===== src/rtl/modport_fifo.sv =====
// modport_fifo: single-clock FIFO with registered empty/full and a registered or fall-through read path.
// Define FIFO_STATUS_EN to add the count, overflow and underflow status outputs.
module modport_fifo #(
    parameter int WIDTH  = 8,
    parameter int DEPTH  = 1,
    parameter int REGOUT = 1
) (
    input  logic                       clk,
    input  logic                       rst_n,
    input  logic                       wr_en,
    input  logic [WIDTH-1:0]           wr_data,
    input  logic                       rd_en,
    output logic [WIDTH-1:0]           rd_data,
    output logic                       empty,
    output logic                       full
`ifdef FIFO_STATUS_EN
    ,
    output logic [$clog2(DEPTH+1)-1:0] count,
    output logic                       overflow,
    output logic                       underflow
`endif
);

    localparam int PW = (DEPTH > 1) ? $clog2(DEPTH) : 1;
    localparam int CW = $clog2(DEPTH + 1);
    localparam logic [PW-1:0] LAST_PTR = PW'(DEPTH - 1);
    localparam logic [CW-1:0] FULL_CNT = CW'(DEPTH);

    logic [WIDTH-1:0] mem [DEPTH];
    logic [PW-1:0]    wr_ptr_q, wr_ptr_d;
    logic [PW-1:0]    rd_ptr_q, rd_ptr_d;
    logic [CW-1:0]    count_q, count_d;
    logic             empty_q, empty_d;
    logic             full_q, full_d;
    logic             wr_accept;
    logic             rd_accept;

    // A full FIFO never passes a write through, even when a read frees a slot in the same cycle.
    assign wr_accept = wr_en && !full_q;
    assign rd_accept = rd_en && !empty_q;

    // NOTE: every variable gets a default before any conditional update so no latch is inferred.
    always_comb begin
        wr_ptr_d = wr_ptr_q;
        rd_ptr_d = rd_ptr_q;
        if (wr_accept) begin
            wr_ptr_d = (wr_ptr_q == LAST_PTR) ? '0 : wr_ptr_q + PW'(1);
        end
        if (rd_accept) begin
            rd_ptr_d = (rd_ptr_q == LAST_PTR) ? '0 : rd_ptr_q + PW'(1);
        end
        count_d = count_q + CW'(wr_accept) - CW'(rd_accept);
        empty_d = (count_d == '0);
        full_d  = (count_d == FULL_CNT);
    end

    // NOTE: sequential state uses non-blocking assignments so every register samples pre-edge values.
    always_ff @(posedge clk or posedge rst_n) begin
        if (rst_n) begin
            wr_ptr_q <= '0;
            rd_ptr_q <= '0;
            count_q  <= '0;
            empty_q  <= 1'b1;
            full_q   <= 1'b0;
        end else begin
            wr_ptr_q <= wr_ptr_d;
            rd_ptr_q <= rd_ptr_d;
            count_q  <= count_d;
            empty_q  <= empty_d;
            full_q   <= full_d;
        end
    end

    // NOTE: storage has no reset; a zero count makes stale contents unreachable.
    always_ff @(posedge clk) begin
        if (wr_accept) begin
            mem[wr_ptr_q] <= wr_data;
        end
    end

    if (REGOUT != 0) begin : g_regout
        logic [WIDTH-1:0] rd_data_q;

        always_ff @(posedge clk or posedge rst_n) begin
            if (rst_n) begin
                rd_data_q <= '0;
            end else if (rd_accept) begin
                rd_data_q <= mem[rd_ptr_q];
            end
        end

        assign rd_data = rd_data_q;
    end else begin : g_fallthrough
        // Head word is shown directly; an empty FIFO presents zero instead of stale storage.
        assign rd_data = empty_q ? '0 : mem[rd_ptr_q];
    end

    assign empty = empty_q;
    assign full  = full_q;

`ifdef FIFO_STATUS_EN
    logic overflow_q;
    logic underflow_q;

    always_ff @(posedge clk or posedge rst_n) begin
        if (rst_n) begin
            overflow_q  <= 1'b0;
            underflow_q <= 1'b0;
        end else begin
            if (wr_en && full_q) begin
                overflow_q <= 1'b1;
            end
            if (rd_en && empty_q) begin
                underflow_q <= 1'b1;
            end
        end
    end

    assign count     = count_q;
    assign overflow  = overflow_q;
    assign underflow = underflow_q;
`endif

endmodule


===== config.mk =====
export PLATFORM = sky130hd
export DESIGN_NAME = modport_fifo
export DESIGN_NICKNAME = d
export VERILOG_FILES = /design/src/rtl/modport_fifo.sv
export SDC_FILE = /design/constraint.sdc
export NUM_CORES = 1
export LEC_CHECK = 0
export BUFFER_PORTS_ARGS = -buffer_cell sky130_fd_sc_hd__buf_2
export CAP_MARGIN = 20
export CORE_MARGIN = 3
export CORE_UTILIZATION = 30
export CTS_BUF_LIST = sky130_fd_sc_hd__clkbuf_4
export DETAILED_ROUTE_END_ITERATION = 12
export PLACE_DENSITY_LB_ADDON = 0.3
export SYNTH_ARGS = -nofsm -noshare
export SYNTH_HDL_FRONTEND = slang
export SYNTH_SLANG_ARGS = --single-unit

===== constraint.sdc =====
create_clock -name clk -period 3.55 [get_ports clk]
set_input_delay 0.5325 -clock clk [delete_from_list [all_inputs] [get_ports clk]]
set_output_delay 0.5325 -clock clk [all_outputs]
set_load 0.005 [all_outputs]

-- Yosys cells after proc, flatten, opt, wreduce, memory -nomap -nowiden
Memory sizes are Yosys's and may differ from the RTL's. A register that Yosys moved wholly into a read port is not among the register bits.
Index checks and enable logic that the tools add are counted.
- $add $sub $neg: 2
- reduce and logical (&&, ||, !) cells: 4
- multiplexer cells: 2
- bitwise gates (word level): 1
- operators by type and width (operator ; number):
    1-bit logical AND ; 2
    1-bit zero test ; 2
    1-bit two-way mux ; 2
    1-bit adder ; 1
    1-bit inverter ; 1
    1-bit subtractor ; 1
- memories kept: 1
- word-level logic and storage cells: 12
- bits in registers: 2
- RAM bits: 8
- input bits: 12
- output and inout bits: 10
- memory list (name ; depth ; bits a word ; read ports ; clocked after memory_dff ; write ports ; line ; source):
    mem ; 1 ; 8 ; 1 ; 1 ; 1 ; 29 ; logic [WIDTH-1:0] mem [DEPTH];

-- Depth between registers and ports, before layout
- depth in word-level cells: 5
- mapped depth: 3
- mapped depth without buffers: 2

-- Least setup slack after synthesis
OpenSTA, ideal clock, no wires.
- path kind: input-to-reg
- from: in wr_en
- to: mem mem[0][0] (enable)
- setup slack: 2.224 ns
- required time: 3.177 ns
- buffers on the path: 0
- arrival: 0.953 ns
- stages: 1
- library setup time: 0.373 ns
- cell sequence: nor2b_1
- longest elaborated chain between the ends: 3
- ends and longest elaborated chain (element ; line ; source):
    from (decl) ; 10 ; input logic wr_en,
    1-bit logical AND ; 39 ; assign wr_accept = wr_en && !full_q;
    1-bit two-way mux ; 76 ; if (wr_accept) begin
    1-bit two-way mux (implied by the code) ; 77 ; mem[wr_ptr_q] <= wr_data;
    to (decl) ; 29 ;
No other way between the ends.

-- Worst setup path in the final report
- from: reg empty_q, in the netlist empty
- to: out empty
- RTL lines (element ; line ; source):
    from (decl) ; 33 ; logic empty_q, empty_d;
    from (signal assigned) ; 69 ; empty_q <= empty_d;
    to (decl) ; 14 ; output logic empty,
No word-level cell between the ends.

==> flow_metrics.env <==
export IMPL_start_util_pct=33.1
export IMPL_synth_ff_type="dfrtp_1"
export IMPL_cts_hold_buf=0
export IMPL_cp_data_required_time_ns=3.02
export IMPL_cp_slowest_stage_delay_ns=0.56
export IMPL_gr_usage_all_layers_pct=7.96
export IMPL_synth_top_area_share_pct=35.5
export IMPL_yosysTopAreaCell="edfxtp_1"
export IMPL_drv_cap=0
export IMPL_hp_class="input pin to async pin"
export IMPL_ys_ff_latch=18
export IMPL_max_freq_mhz=677
export IMPL_reg2reg_depth=1
export IMPL_syn_to_final_growth_pct=22.0
export IMPL_via_count=339
export IMPL_place_hpwl_um=739
export IMPL_seq_area_frac_synth_pct=72.6
export IMPL_cts_repair_resized=0
export IMPL_hold_ws_ns=0.208
export IMPL_insertedDiodeCount=0
export IMPL_ir_worst_vdd_mv=0.294
export IMPL_cts_clk_slew_worst_paths_ns=0.10
export IMPL_viasPerCell=4.04
export IMPL_synthTopCellsByArea="edfxtp_1, dfrtp_1, mux2_4"
export IMPL_fin_tns_setup_ns=0
export IMPL_p_sw_uw=165
export IMPL_pwr_share_comb_pct=30.5
export IMPL_netSwitchingFraction_pct=25.9
export IMPL_fp_coreArea_mm2=0.00204
export IMPL_power_density_mw_per_mm2=771
export IMPL_finalCritPeriodShare_pct=41.6
export IMPL_grt_pass1_wl_um=1590
export IMPL_cts_sinks=18
export IMPL_synth_area_per_cell_um2=20.5
export IMPL_skew_ns=0.00592
export IMPL_setup_viol=0
export IMPL_fin_crit_ns=1.48
export IMPL_critPathLaunchType="register"
export IMPL_rsz0062_at_grt="false"
export IMPL_grt_max_degree=11
export IMPL_timing_rr_start="full"
export IMPL_antenna_left=0
export IMPL_crit_chain="buf_2"
export IMPL_synth_fp_nets=45
export IMPL_tightest_slew_ns=0.698
export IMPL_crit_buf_inv=1
export IMPL_dieArea_mm2=0.00286
export IMPL_cp_depth=1
export IMPL_relSlewSlack_pct=53.4
export IMPL_clkPwrFrac_pct=16.9
export IMPL_cts_tree="built"
export IMPL_ys_async_sr_fraction_pct=55.6
export IMPL_die_y_um=53.5
export IMPL_ios=22
export IMPL_layout_drive_gt1_share_pct=61.4
export IMPL_synth_most_common_cell="dfrtp_1"
export IMPL_reg2reg_slack_ns=2.23
export IMPL_crit_family="flip-flops"
export IMPL_clock_path_buffers=2
export IMPL_critPathKind="register to output port"
export IMPL_layout_nets=70
export IMPL_postCtsSetupBuffers=0
export IMPL_synth_distinct_cells=11
export IMPL_utilization_pct=40.4
export IMPL_drc=0
export IMPL_cts_max_level=1
export IMPL_ys_top_cells_by_count="dfrtp_1, edfxtp_1, mux2_4"
export IMPL_synth_cells=33
export IMPL_cts_root_buf="clkbuf_4"
export IMPL_p_total_uw=637
export IMPL_insertion_delay_ns=0.28
export IMPL_run_status="completed"
export IMPL_synth_edff_count=8
export IMPL_initialDrtViolationCount=0
export IMPL_grt_pass1_vias=382
export IMPL_fp_dieW_um=53.5
export IMPL_slew_violations=0
export IMPL_gp_congestion=0.615
export IMPL_placementRows=16
export IMPL_crit_slowest_cell="dfstp_2"
export IMPL_antenna_found_initial=0
export IMPL_drtPass1Iterations=1
export IMPL_wirelength_um=981
export IMPL_io_buffers=21
export IMPL_power_leakage_uw=0.000376
export IMPL_cp_end_kind="output port"
export IMPL_wl_per_cell_um=11.7
export IMPL_yosys_warnings=0
export IMPL_syn_area_um2=677
export IMPL_p_int_uw=472
export IMPL_cts_inserted_buffers=3
export IMPL_power_frac_seq_pct=52.6
export IMPL_cp_arrival_ns=0.94
export IMPL_r2r_end="mem[0][1]"
export IMPL_hold_viol=0
export IMPL_path_max_fanout=2
export IMPL_grt_ovfl_total=0
-- stage by stage --
stage / setup slack (ns) / cell area [um^2] / instances
finish: 2.07 / 826 / 84
floorplan: 2.22 / 677 / 33
global route: 2.03 / 826 / 84
CTS: 2.06 / 826 / 84
detailed placement: 1.96 / 796 / 80
global placement: 1.99 / 796 / 80
-- kinds of logic after synthesis --
| logic type | count (synthesis) | share of synthesized area, % |
|---|---|---|
| flops | 18 | 72.6 |
| mux | 8 | 17.7 |
| simple gates | 3 | 3.51 |
| xor+xnor | 2 | 2.59 |
| buf+inv | 2 | 3.51 |
-- cell type report --
class                      instances  area, um^2
clock buffer                       4        30.0
fill                             208        1220
inverter                           1        3.75
multi-input combinational         13         161
sequential                        18         492
tap                               27        33.8
timing repair buffer              21         105
-- how the worst max path moves through the flow --
| stage | from | to | slack (ns) |
|---|---|---|---|
| global placement | wr_en | mem[0][6] | 1.99 |
| global route | empty | empty | 2.03 |
| floorplan | wr_en | mem[0][0] | 2.22 |
| CTS | empty | empty | 2.06 |
| detailed placement | wr_en | mem[0][3] | 1.96 |
| finish | empty | empty | 2.07 |
-- metal layers --
metal  track usage (%)  vias to the layer above  wire, um
met3              3.38                        0        70
met5                 0                        -         0
met4              1.28                        0         0
li1                  -                      162         -
met2              15.1                       12       521
met1              8.11                      165       388
-- registers in the layout, indices dropped and copies added, names as in the netlist --
signal	count
mem	8
rd_data	8
empty	1
full	1
-- cell usage in the layout, fill, tap and decap left out, drive strengths merged --
cell,count
buf,21
dfrtp,9
mux2,8
edfxtp,8
clkbuf,4
nor2b,2
nor2,1
xnor2,1
xor2,1
inv,1
dfstp,1
-- power by group through the flow --
stage,Sequential (uW),Combinational [uW],Clock (uW)
after floorplan,344,128,0
after global placement,341,194,0
after detailed placement,340,199,0
after CTS,337,199,113
after global routing,345,212,123
final,335,194,107
No activity file was read; power rests on OpenSTA's default activity.
